$ cat src/rtl/alu_pkg.sv
// Shared ALU definitions: ALU op codes, MIPS opcode/funct constants and the decoded-control bundle
// that travels from the instruction decoder into the EX stage.
package alu_pkg;

    localparam logic [3:0] AluAdd     = 4'd0;
    localparam logic [3:0] AluSub     = 4'd1;
    localparam logic [3:0] AluAnd     = 4'd2;
    localparam logic [3:0] AluOr      = 4'd3;
    localparam logic [3:0] AluShftL   = 4'd4;
    localparam logic [3:0] AluShftRL  = 4'd5;
    localparam logic [3:0] AluShftRA  = 4'd6;
    localparam logic [3:0] AluGreater = 4'd7;
    localparam logic [3:0] AluLess    = 4'd8;
    localparam logic [3:0] AluNor     = 4'd9;

    localparam logic [5:0] OpRtype = 6'h00;
    localparam logic [5:0] OpJ     = 6'h02;
    localparam logic [5:0] OpBeq   = 6'h04;
    localparam logic [5:0] OpAddi  = 6'h08;
    localparam logic [5:0] OpAddiu = 6'h09;
    localparam logic [5:0] OpSlti  = 6'h0A;
    localparam logic [5:0] OpAndi  = 6'h0C;
    localparam logic [5:0] OpOri   = 6'h0D;
    localparam logic [5:0] OpLw    = 6'h23;
    localparam logic [5:0] OpSw    = 6'h2B;

    localparam logic [5:0] FnSll  = 6'h00;
    localparam logic [5:0] FnSrl  = 6'h02;
    localparam logic [5:0] FnSra  = 6'h03;
    localparam logic [5:0] FnAdd  = 6'h20;
    localparam logic [5:0] FnAddu = 6'h21;
    localparam logic [5:0] FnSub  = 6'h22;
    localparam logic [5:0] FnSubu = 6'h23;
    localparam logic [5:0] FnAnd  = 6'h24;
    localparam logic [5:0] FnOr   = 6'h25;
    localparam logic [5:0] FnNor  = 6'h27;
    localparam logic [5:0] FnSlt  = 6'h2A;

    typedef struct packed {
        logic [3:0]  alu_ctrl;
        logic [4:0]  shamt;
        logic [31:0] imm;
        logic        use_imm;
        logic        ovf_check;
        logic        reg_write;
        logic        mem_read;
        logic        mem_write;
        logic        branch;
        logic        jump;
        logic        illegal;
        logic [4:0]  rs;
        logic [4:0]  rt;
        logic [4:0]  rd;
    } dec_ctrl_t;

    // Turn a decoded instruction into a harmless bubble, keeping only the data fields.
    function automatic dec_ctrl_t kill_ctrl(input dec_ctrl_t c);
        dec_ctrl_t k;
        k           = c;
        k.use_imm   = 1'b0;
        k.ovf_check = 1'b0;
        k.reg_write = 1'b0;
        k.mem_read  = 1'b0;
        k.mem_write = 1'b0;
        k.branch    = 1'b0;
        k.jump      = 1'b0;
        k.illegal   = 1'b0;
        return k;
    endfunction

endpackage

$ cat src/rtl/alu_op_decode_comb.sv
// Purely combinational MIPS instruction decoder: 32-bit instruction to decoded-control bundle.
// reads_rt flags instructions whose rt field is a source operand (used by load-use detection).
module alu_op_decode_comb
    import alu_pkg::*;
(
    input  logic [31:0] instr,
    output dec_ctrl_t   ctrl,
    output logic        reads_rt
);

    logic [5:0]  opcode;
    logic [5:0]  funct;
    logic [31:0] sign_imm;
    logic [31:0] zero_imm;

    assign opcode   = instr[31:26];
    assign funct    = instr[5:0];
    assign sign_imm = {{16{instr[15]}}, instr[15:0]};
    assign zero_imm = {16'h0000, instr[15:0]};

    always_comb begin
        ctrl          = '0;
        ctrl.alu_ctrl = AluAdd;
        ctrl.rs       = instr[25:21];
        ctrl.rt       = instr[20:16];
        reads_rt      = 1'b0;
        case (opcode)
            OpRtype: begin
                ctrl.rd        = instr[15:11];
                ctrl.reg_write = 1'b1;
                reads_rt       = 1'b1;
                case (funct)
                    FnAdd:  begin ctrl.alu_ctrl = AluAdd; ctrl.ovf_check = 1'b1; end
                    FnAddu: ctrl.alu_ctrl = AluAdd;
                    FnSub:  begin ctrl.alu_ctrl = AluSub; ctrl.ovf_check = 1'b1; end
                    FnSubu: ctrl.alu_ctrl = AluSub;
                    FnAnd:  ctrl.alu_ctrl = AluAnd;
                    FnOr:   ctrl.alu_ctrl = AluOr;
                    FnNor:  ctrl.alu_ctrl = AluNor;
                    FnSlt:  ctrl.alu_ctrl = AluLess;
                    FnSll:  begin ctrl.alu_ctrl = AluShftL;  ctrl.shamt = instr[10:6]; end
                    FnSrl:  begin ctrl.alu_ctrl = AluShftRL; ctrl.shamt = instr[10:6]; end
                    FnSra:  begin ctrl.alu_ctrl = AluShftRA; ctrl.shamt = instr[10:6]; end
                    default: ctrl.illegal = 1'b1;
                endcase
            end
            OpAddi, OpAddiu, OpSlti, OpAndi, OpOri, OpLw: begin
                ctrl.rd        = instr[20:16];
                ctrl.reg_write = 1'b1;
                ctrl.use_imm   = 1'b1;
                ctrl.imm       = sign_imm;
                if (opcode == OpAddi) ctrl.ovf_check = 1'b1;
                if (opcode == OpSlti) ctrl.alu_ctrl = AluLess;
                if (opcode == OpAndi) begin ctrl.alu_ctrl = AluAnd; ctrl.imm = zero_imm; end
                if (opcode == OpOri)  begin ctrl.alu_ctrl = AluOr;  ctrl.imm = zero_imm; end
                if (opcode == OpLw)   ctrl.mem_read = 1'b1;
            end
            OpSw: begin
                ctrl.use_imm   = 1'b1;
                ctrl.imm       = sign_imm;
                ctrl.mem_write = 1'b1;
                reads_rt       = 1'b1;
            end
            OpBeq: begin
                ctrl.alu_ctrl = AluSub;
                ctrl.imm      = sign_imm;
                ctrl.branch   = 1'b1;
                reads_rt      = 1'b1;
            end
            OpJ: ctrl.jump = 1'b1;
            default: ctrl.illegal = 1'b1;
        endcase

        if (ctrl.illegal) begin
            ctrl          = '0;
            ctrl.illegal  = 1'b1;
            ctrl.alu_ctrl = AluAdd;
            ctrl.rs       = instr[25:21];
            ctrl.rt       = instr[20:16];
            reads_rt      = 1'b0;
        end
        // Writes to $zero are architecturally discarded; this also makes the all-zero NOP inert.
        if (ctrl.rd == 5'd0) ctrl.reg_write = 1'b0;
    end

endmodule

$ cat src/rtl/alu_op_decoder.sv
// Registered MIPS decoder / ID-EX pipeline register with stall, flush and optional load-use
// bubble insertion (enabled by defining DECODE_LOAD_USE_EN).
module alu_op_decoder
    import alu_pkg::*;
(
    input  logic        i_clk,
    input  logic        i_reset,
    input  logic [31:0] i_instr,
    input  logic        i_valid,
    input  logic        i_stall,
    input  logic        i_flush,
    output logic        o_ready,
    output logic        o_valid,
    output logic [3:0]  o_ALUControl,
    output logic [4:0]  o_shiftAmount,
    output logic [31:0] o_imm,
    output logic        o_useImm,
    output logic        o_ovfCheck,
    output logic        o_regWrite,
    output logic        o_memRead,
    output logic        o_memWrite,
    output logic        o_branch,
    output logic        o_jump,
    output logic [4:0]  o_rs,
    output logic [4:0]  o_rt,
    output logic [4:0]  o_rd,
    output logic        o_illegal
);

    dec_ctrl_t dec;
    dec_ctrl_t ctrl_q;
    logic      valid_q;
    logic      dec_reads_rt;
    logic      hazard;

    alu_op_decode_comb u_decode (
        .instr    (i_instr),
        .ctrl     (dec),
        .reads_rt (dec_reads_rt)
    );

`ifdef DECODE_LOAD_USE_EN
    assign hazard = valid_q && ctrl_q.mem_read && (ctrl_q.rt != 5'd0) && i_valid &&
                    ((dec.rs == ctrl_q.rt) || (dec_reads_rt && (dec.rt == ctrl_q.rt)));
`else
    logic unused_reads_rt;
    assign unused_reads_rt = dec_reads_rt;
    assign hazard          = 1'b0;
`endif

    assign o_ready = !i_stall && !hazard;

    always_ff @(posedge i_clk) begin
        if (i_reset) begin
            valid_q <= 1'b0;
            ctrl_q  <= '0;
        end else if (i_flush || (!i_stall && hazard)) begin
            valid_q <= 1'b0;
            ctrl_q  <= kill_ctrl(ctrl_q);
        end else if (!i_stall) begin
            valid_q <= i_valid;
            ctrl_q  <= i_valid ? dec : kill_ctrl(dec);
        end
    end

    assign o_valid       = valid_q;
    assign o_ALUControl  = ctrl_q.alu_ctrl;
    assign o_shiftAmount = ctrl_q.shamt;
    assign o_imm         = ctrl_q.imm;
    assign o_useImm      = ctrl_q.use_imm;
    assign o_ovfCheck    = ctrl_q.ovf_check;
    assign o_regWrite    = ctrl_q.reg_write;
    assign o_memRead     = ctrl_q.mem_read;
    assign o_memWrite    = ctrl_q.mem_write;
    assign o_branch      = ctrl_q.branch;
    assign o_jump        = ctrl_q.jump;
    assign o_rs          = ctrl_q.rs;
    assign o_rt          = ctrl_q.rt;
    assign o_rd          = ctrl_q.rd;
    assign o_illegal     = ctrl_q.illegal;

endmodule

$ cat config.mk
export PLATFORM = sky130hd
export DESIGN_NAME = alu_op_decoder
export DESIGN_NICKNAME = d
export VERILOG_FILES = /design/src/rtl/alu_pkg.sv /design/src/rtl/alu_op_decode_comb.sv /design/src/rtl/alu_op_decoder.sv
export SDC_FILE = /design/constraint.sdc
export NUM_CORES = 1
export LEC_CHECK = 0
export CORE_AREA = 2 2 79 81
export CTS_CLUSTER_DIAMETER = 40
export DETAILED_ROUTE_END_ITERATION = 10
export DIE_AREA = 0 0 81 83
export PLACE_DENSITY = 0.84
export SETUP_SLACK_MARGIN = 0.1
export SLEW_MARGIN = 20
export SYNTH_ARGS = -nofsm -noshare
export SYNTH_HDL_FRONTEND = slang
export SYNTH_SLANG_ARGS = --single-unit
$ cat constraint.sdc
create_clock -name i_clk -period 3.5 [get_ports i_clk]
set_clock_uncertainty 0.1 [all_clocks]
set_input_delay 0.525 -clock i_clk [delete_from_list [all_inputs] [get_ports i_clk]]
set_output_delay 0.525 -clock i_clk [all_outputs]
set_load 0.02 [all_outputs]
=== After elaboration in Yosys (flattened, before gate mapping) ===
Index checks and enable logic that the tools add are counted.

* Register bits: 65
* Bits of input ports: 37
* Output and inout port bits: 66
* Logic and storage cells: 75

* Equal/unequal tests: 19
* Multiplexer cells: 25
* Bitwise logic cells: 2
* Reduce and logical (&&, ||, !) cells: 14

{| class="wikitable"
|+ Operators by type and width
! cell !! count
|-
| 32-bit two-way mux || 2
|-
| 64-bit two-way mux || 1
|-
| 32-bit case mux with 2 select lines || 1
|-
| 6-bit == test (second input constant) || 10
|-
| 4-bit case mux with 8 select lines || 1
|-
| 6-bit by 4-bit == test with 1-bit output (second input constant) || 5
|-
| 23-bit two-way mux || 1
|-
| 6-bit by 2-bit == test with 1-bit output (second input constant) || 3
|-
| 6-bit logical NOT || 2
|-
| 4-bit two-way mux || 3
|-
| 4-bit case mux with 3 select lines || 1
|-
| 11-bit OR reduction || 1
|-
| 1-bit two-way mux || 10
|-
| 5-bit two-way mux || 2
|-
| 5-bit case mux with 2 select lines || 1
|-
| 9-bit OR reduction || 1
|-
| 2-bit OR reduction || 4
|-
| 7-bit OR reduction || 1
|-
| 6-bit by 3-bit == test with 1-bit output (second input constant) || 1
|-
| 6-bit OR reduction || 1
|-
| 5-bit logical NOT || 1
|-
| 2-bit case mux with 2 select lines || 1
|-
| 3-bit OR reduction || 1
|-
| 1-bit NOT || 2
|-
| 3 further kinds || 3
|}

=== Depth between registers and ports, before layout ===
Gate-level depths: netlist (run 1).

* Depth after elaboration: 9
* Mapped depth: 7

=== Cells and area by module ===
Synthesis (run 1) repeated with hierarchy kept, for this count alone.

* Cell total of the unflattened synthesis: 422
* Area total of the unflattened synthesis: 3535.9 um^2

{| class="wikitable"
|+ Modules (own cells, without submodules)
! module !! times used !! cells each !! area each (um^2) !! seq. area each (um^2)
|-
| alu_op_decoder || 1 || 295 || 2703.8 || 1301.2
|-
| alu_op_decode_comb || 1 || 127 || 832.0 || 0.0
|}

=== Worst setup path after synthesis (run 1) ===
Ideal clock, no wire load.

* Path kind: input-to-reg
* From: in i_instr[30]
* To: reg ctrl_q, in the netlist o_regWrite
* Setup time: 0.117 ns
* Data arrival time: 1.695 ns
* Slack: 1.588 ns
* Stages on the path: 7
* Buffers on the path: 2
* Path through: buf_2 nor3_4 and2_1 buf_4 o311ai_1 nor4b_1 a32o_1

* Longest elaborated chain between the ends: 7
* Elaborated cells between the ends (all ways): 19
* Classes of those cells: 9 x eq/ne; 6 x mux; 4 x reduce/logical

{| class="wikitable"
|+ RTL lines
! element !! RTL line !! text
|-
| from (decl) || alu_op_decoder.sv:8 || <nowiki>input logic [31:0] i_instr,</nowiki>
|-
| 6-bit by 2-bit == test with 1-bit output, or another cell as far along || alu_op_decode_comb.sv:27 || <nowiki>case (opcode)</nowiki>
|-
| 9-bit OR reduction (no source line) / 6-bit OR reduction (equally long branches) || - ||
|-
| 1-bit case mux with 2 select lines / 5-bit case mux with 2 select lines (equally long branches) || alu_op_decode_comb.sv:27 ||
|-
| 64-bit two-way mux (*) || alu_op_decode_comb.sv:74 || <nowiki>if (ctrl.illegal) begin</nowiki>
|-
| 5-bit logical NOT || alu_op_decode_comb.sv:83 || <nowiki>if (ctrl.rd == 5'd0) ctrl.reg_write = 1'b0;</nowiki>
|-
| 1-bit two-way mux (*) || alu_op_decode_comb.sv:83 ||
|-
| 23-bit two-way mux (*) || alu_op_decoder.sv:62 || <nowiki>ctrl_q <= i_valid ? dec : kill_ctrl(dec);</nowiki>
|-
| to (signal assigned) || alu_op_decoder.sv:59 || <nowiki>ctrl_q <= kill_ctrl(ctrl_q);</nowiki>
|-
| to (signal assigned) || alu_op_decoder.sv:62 ||
|-
| to (decl) || alu_op_decoder.sv:31 || <nowiki>dec_ctrl_t ctrl_q;</nowiki>
|}

Mark *: on every way between the ends. The rest lies on a longest branch, timed or not.
A chain may end at the register's enable or synchronous reset.

=== Worst setup path in the final report (run 1) ===
* From: in i_stall
* To: out o_ready

* Longest elaborated chain between the ends: 1

{| class="wikitable"
|+ RTL lines
! element !! RTL line !! text
|-
| from (decl) || alu_op_decoder.sv:10 || <nowiki>input logic i_stall,</nowiki>
|-
| 1-bit logical NOT || - ||
|-
| to (decl) || alu_op_decoder.sv:12 || <nowiki>output logic o_ready,</nowiki>
|}

No other way between the ends.

==> impl_metrics.tcl, run 1 <==
set metrics [dict create \
    gp_congestion 0.827 \
    synthDistinctLibCells 49 \
    synth-seq-cells 50 \
    max_freq_ghz 0.409 \
    cts_sinks 50 \
    synthSimpleGateAreaFrac_pct 22.1 \
    clock_latency_ns 0.29 \
    grt_max_degree 18 \
    grt_pass1_wl_um 9860 \
    yosysMostFrequentCell "dfxtp_1" \
    endpoint_kind "primary output" \
    start_kind "input pin" \
    path_class "input pin to primary output" \
    setup_tns_ns 0 \
    synth_compound_area_share_pct 24.5 \
    wl_per_cell_um 14.7 \
    synth_nets 300 \
    port-buffer-count 102 \
    synth_cells 263 \
    dp_slack_ns 0.800 \
    powerDensity_mw_per_mm2 339 \
    fin_crit_ns 2.45 \
    track_usage_pct 18.1 \
    crit_path_start "i_stall" \
    post-route-period-util_pct 69.9 \
    post_cts_buffers 0 \
    initialDrtViolationCount 131 \
    syn_area_mm2 0.00231 \
    outcome "finished, final reports clean" \
    synthTopCellsByArea "dfxtp_1, a22o_1, nand2_1, buf_4, a21oi_1" \
    die_height_um 83 \
    pin_count 103 \
    n_antenna_cell 0 \
    synth_commonest_cells "dfxtp_1, nand2_1, a22o_1, a21oi_1" \
    synth_seq_area_share_pct 43.3 \
    cts_buffers 5 \
    r2r-end "o_imm[30]" \
    synth_top_family_by_area "compound AO/OA/AOI/OAI gates" \
    final_net_count 377 \
    ctsHtreeMaxLevel 2 \
    clk_pin_slew_worst_paths_ns 0.10 \
    synth_top_area_cell "dfxtp_1" \
    synth-main-ff-cell "dfxtp_1" \
    p_total_mw 1.13 \
    routed_wl_um 6100 \
    multi_input_comb_area_mm2 0.00108 \
    root_buffer "clkbuf_8" \
    r2r_cells 1 \
    reg2reg_slack_ns 2.56 \
    overflow 0 \
    via_count 2167 \
    nFillCells 565 \
    min_path_type "flip-flop to flip-flop" \
    ir_worst_vdd_mv 0.210 \
    finalSetupViolations 0 \
    yosysTopAreaCellShare_pct 43.3 \
    cap_violations 0 \
    die_x_um 81 \
    leakage_nw 1.17 \
    hold_viol_final 0 \
    core-area_mm2 0.00582 \
    cts_resized 0 \
    seq_area_mm2 0.00100 \
    cp-endpoint "o_ready" \
    ctsHoldBuffers 0 \
    hold_depth 2 \
    start_util_pct 39.7 \
    finalMaxSlewViolations 0 \
    hpwl_um 4690 \
    syn_to_final_growth_pct 44.5 \
    crit_arrival_ns 1.82 \
    route.detailed.drc 0 \
    drive_gt1_share_pct 7.04 \
    yosys.area_share.adder_pct 0 \
    worstMarginPinSlew_ns 0.580 \
    setup_ws_ns 1.05 \
    rows 28 \
    clock_path_buffers 2 \
    drt_pass1_iterations 4 \
    routed_via_density 5.21 \
    synth_mux_area_share_pct 0 \
    crit_fanout 8 \
    antenna_found_initial 0 \
    synthArstFlopShare_pct 0 \
    avgSynthCellArea_um2 8.78 \
    slew_headroom_pct 61.2 \
    worstPathRequired_ns 2.87 \
    grt_pass1_vias 2058 \
    rsz0062_at_grt "false" \
    yosys_warnings 0 \
    drtAntennaViolNets 0 \
    synth-edff-count 0 \
    synthXorXnorAreaFrac_pct 0 \
    dieArea_mm2 0.00672 \
    cts_tree "yes" \
    rr_startpoint "o_imm[30]" \
]
kinds of logic (layout without fill, tap and decap cells):
family	Yosys count	count (layout)
AO/OA/AOI/OAI	76	76
buffers and inverters	39	117
flip-flops	50	50
AND/OR/NAND/NOR	98	98
layout by cell type, fill, tap and decap left out, types with 3 or more instances in the layout:
cell,Yosys,final
clkbuf_8,0,6
nor3b_1,4,4
buf_4,16,5
dfxtp_1,50,50
o21ai_0,5,5
a22o_1,26,26
nor2b_1,7,7
nand2_1,41,41
nand3_1,4,4
nor3_1,7,7
a32o_1,3,3
a21oi_1,23,23
clkdlybuf4s50_1,0,102
nor2_1,16,16
flip-flops by register name, indices dropped and copies added (netlist names), 4 cells and up:
| signal | flops |
|---|---|
| o_imm | 17 |
| o_rd | 5 |
| o_shiftAmount | 5 |
| o_rs | 5 |
| o_ALUControl | 4 |
| o_rt | 5 |
critical path, cell delays in order:
cell and delay, ns:
clkdlybuf4s50_1 0.57, inv_1 0.12, clkdlybuf4s50_1 0.61
routing by layer:
layer | up-vias | GRT usage, % | routed length [um]
met1 | 1010 | 23.9 | 2670
met5 | - | 0 | 0
met4 | 0 | 3.39 | 44
li1 | 1078 | - | -
met3 | 7 | 4.24 | 410
met2 | 72 | 30.1 | 2970
stage by stage:
step / hold WS [ns] / instance area (um2) / utilization (%) / instances
floorplan: 0.435 / 2310 / - / 263
global placement: 0.342 / 3240 / 55.7 / 408
detailed placement: 0.350 / 3240 / 55.7 / 408
CTS: 0.366 / 3340 / 57.4 / 416
global route: 0.384 / 3340 / 57.4 / 416
finish: 0.365 / 3340 / 57.4 / 416
final cells by class:
type | count | area share, %
Tap cell | 75 | 2.81
Multi-Input combinational cell | 174 | 32.3
Timing Repair Buffer | 107 | 31.7
Inverter | 2 | 0.225
Clock inverter | 2 | 0.487
Clock buffer | 6 | 2.47
Sequential cell | 50 | 30.0
where the power goes:
part           switching [mW]  total [mW]  internal (mW)
sequential            0.00682       0.587          0.580
combinational          0.0977       0.187         0.0894
clock                   0.192       0.355          0.163
how the worst min path moves through the flow:
stage,startpoint,to
2_1_floorplan,o_rs[0],o_rs[0]
3_3_place_gp,o_shiftAmount[2],o_shiftAmount[2]
3_5_place_dp,o_rt[1],o_rt[1]
4_1_cts,o_rt[1],o_rt[1]
5_1_grt,o_rt[1],o_rt[1]
6_report,o_rt[2],o_rt[2]
Note: power is estimated with default switching activity, not from simulation.
==> inputs of run 2 (changes only) <==
- clock period: 3.5 -> 2.3 ns (I/O delays scaled with it)
==> run 2 against run 1 <==
  * Worst setup slack got worse by 0.83 ns
  * Total power rose by 55%
  * Register-to-register slack got worse by 1.2 ns
  * Critical path depth fell by 2
  * Cell area rose by 4.4%
  * Global-route usage rose by 1.0 points
  * Utilization rose by 2.5 points
  * First-iteration DRC count fell by 30%
  * Clock power rose by 54%
  * Cell count rose by 4.3%
==> impl_metrics.tcl, run 2 (synthesis results as in run 1) <==
set metrics [dict create \
    clkPwrFrac_pct 31.3 \
    grt_pass1_vias 2171 \
    crit_arrival_ns 1.63 \
    dieArea_mm2 0.00672 \
    pwr-share-seq_pct 51.1 \
    post-route-period-util_pct 90.3 \
    endpoint_kind "primary output" \
    setup_ws_ns 0.222 \
    antenna_found_initial 0 \
    start_kind "flip-flop" \
    routed_wl_um 6340 \
    worstMarginPinSlew_ns 0.561 \
    clock_latency_ns 0.30 \
    root_buffer "clkbuf_8" \
    ctsHtreeMaxLevel 2 \
    via_count 2273 \
    path_delay_family "buffers and inverters" \
    slowest_stage "clkdlybuf4s50_1" \
    pin_count 103 \
    clock_path_buffers 2 \
    cp_num_buf_inv 1 \
    finalMaxSlewViolations 0 \
    leakage_nw 1.26 \
    drtAntennaViolNets 0 \
    gp_congestion 0.821 \
    powerDensity_mw_per_mm2 501 \
    track_usage_pct 19.1 \
    cts_tree "yes" \
    critical-path-max-stage-delay_ns 0.72 \
    largest_reg_flops 17 \
    clk_pin_slew_worst_paths_ns 0.10 \
    cap_violations 0 \
    routed_via_density 5.24 \
    switching_share_pct 26.5 \
    ir_worst_vdd_mv 0.335 \
    outcome "finished, final reports clean" \
    slew_headroom_pct 62.0 \
    grt_max_degree 25 \
    wl_per_cell_um 14.6 \
    cts_sinks 50 \
    route.detailed.drc 0 \
    drive_gt1_share_pct 11.7 \
    start_util_pct 39.7 \
    die_x_um 81 \
    max_freq_ghz 0.481 \
    drt_pass1_iterations 4 \
    hold_viol_final 0 \
    post_cts_buffers 0 \
    grt_pass1_wl_um 10400 \
    reg2reg_slack_ns 1.34 \
    rsz0062_at_grt "false" \
    worstPathCellList "clkdlybuf4s50_1" \
    cts_buffers 5 \
    p_sw_mw 0.463 \
    comb_power_share_pct 17.5 \
    ctsHoldBuffers 0 \
    die_height_um 83 \
    cts_resized 0 \
    p_int_mw 1.28 \
    final_cell_mix "clkdlybuf4s50_1, dfxtp_1, nand2_1" \
    final_net_count 395 \
    fin_crit_ns 2.08 \
    worstPathRequired_ns 1.86 \
    overflow 0 \
    port-buffer-count 102 \
    crit_fanout 17 \
    initialDrtViolationCount 92 \
    path_class "flip-flop to primary output" \
    min_path_type "flip-flop to flip-flop" \
    core-area_mm2 0.00582 \
    syn_to_final_growth_pct 50.9 \
    rows 28 \
    n_antenna_cell 0 \
    dp_slack_ns 0.0369 \
    finalSetupViolations 0 \
    hpwl_um 4930 \
    final_common_cell "clkdlybuf4s50_1" \
    setup_tns_ns 0 \
]
run 2: layout make-up:
| cell class | instances | area (um2) |
|---|---|---|
| tap | 75 | 93.8 |
| multi-input combinational | 174 | 1080 |
| clock inverter | 2 | 16.3 |
| inverter | 2 | 7.51 |
| sequential | 50 | 1000 |
| timing repair buffer | 125 | 1210 |
| clock buffer | 6 | 82.6 |
| fill | 544 | 2330 |
run 2: final timing paths:
path	from	end	cells after the start
setup / recovery	o_imm[30]	o_imm[16]	1
hold / removal	o_shiftAmount[2]	o_shiftAmount[2]	2
setup reg to reg	o_imm[30]	o_imm[30]	1
hold reg to reg	o_shiftAmount[2]	o_shiftAmount[2]	2
run 2: through the flow:
step                power, mW  hold WS [ns]  utilization [%]  instances  area, um2
floorplan                1.06         0.324                -        263       2310
CTS                      1.76         0.362             59.9        434       3480
global placement         1.21         0.341             58.2        426       3390
detailed placement       1.22         0.348             58.2        426       3390
finish                   1.75         0.359             59.9        434       3480
global route             1.83         0.395             59.9        434       3480
run 2: tightest hold or removal path, cell delays in order, from the launching register on:
cell and delay (ns):
dfxtp_1 0.32, nand2_1 0.05, a21oi_1 0.05
run 2: power by group through the flow:
stage / logic (mW) / registers [mW] / clock network [mW]
floorplan: 0.127 / 0.935 / 0
global placement: 0.300 / 0.913 / 0
detailed placement: 0.305 / 0.913 / 0
CTS: 0.306 / 0.893 / 0.565
global route: 0.332 / 0.896 / 0.599
finish: 0.306 / 0.893 / 0.547
run 2: per-layer routing:
| layer | vias to the layer above | global-route usage (%) | share of wire (%) |
|---|---|---|---|
| met5 | - | 0 | 0 |
| met4 | 0 | 2.93 | 0.85 |
| met3 | 8 | 6.41 | 8.5 |
| met2 | 93 | 31.7 | 47 |
| met1 | 1056 | 24.5 | 43 |
| li1 | 1116 | - | - |
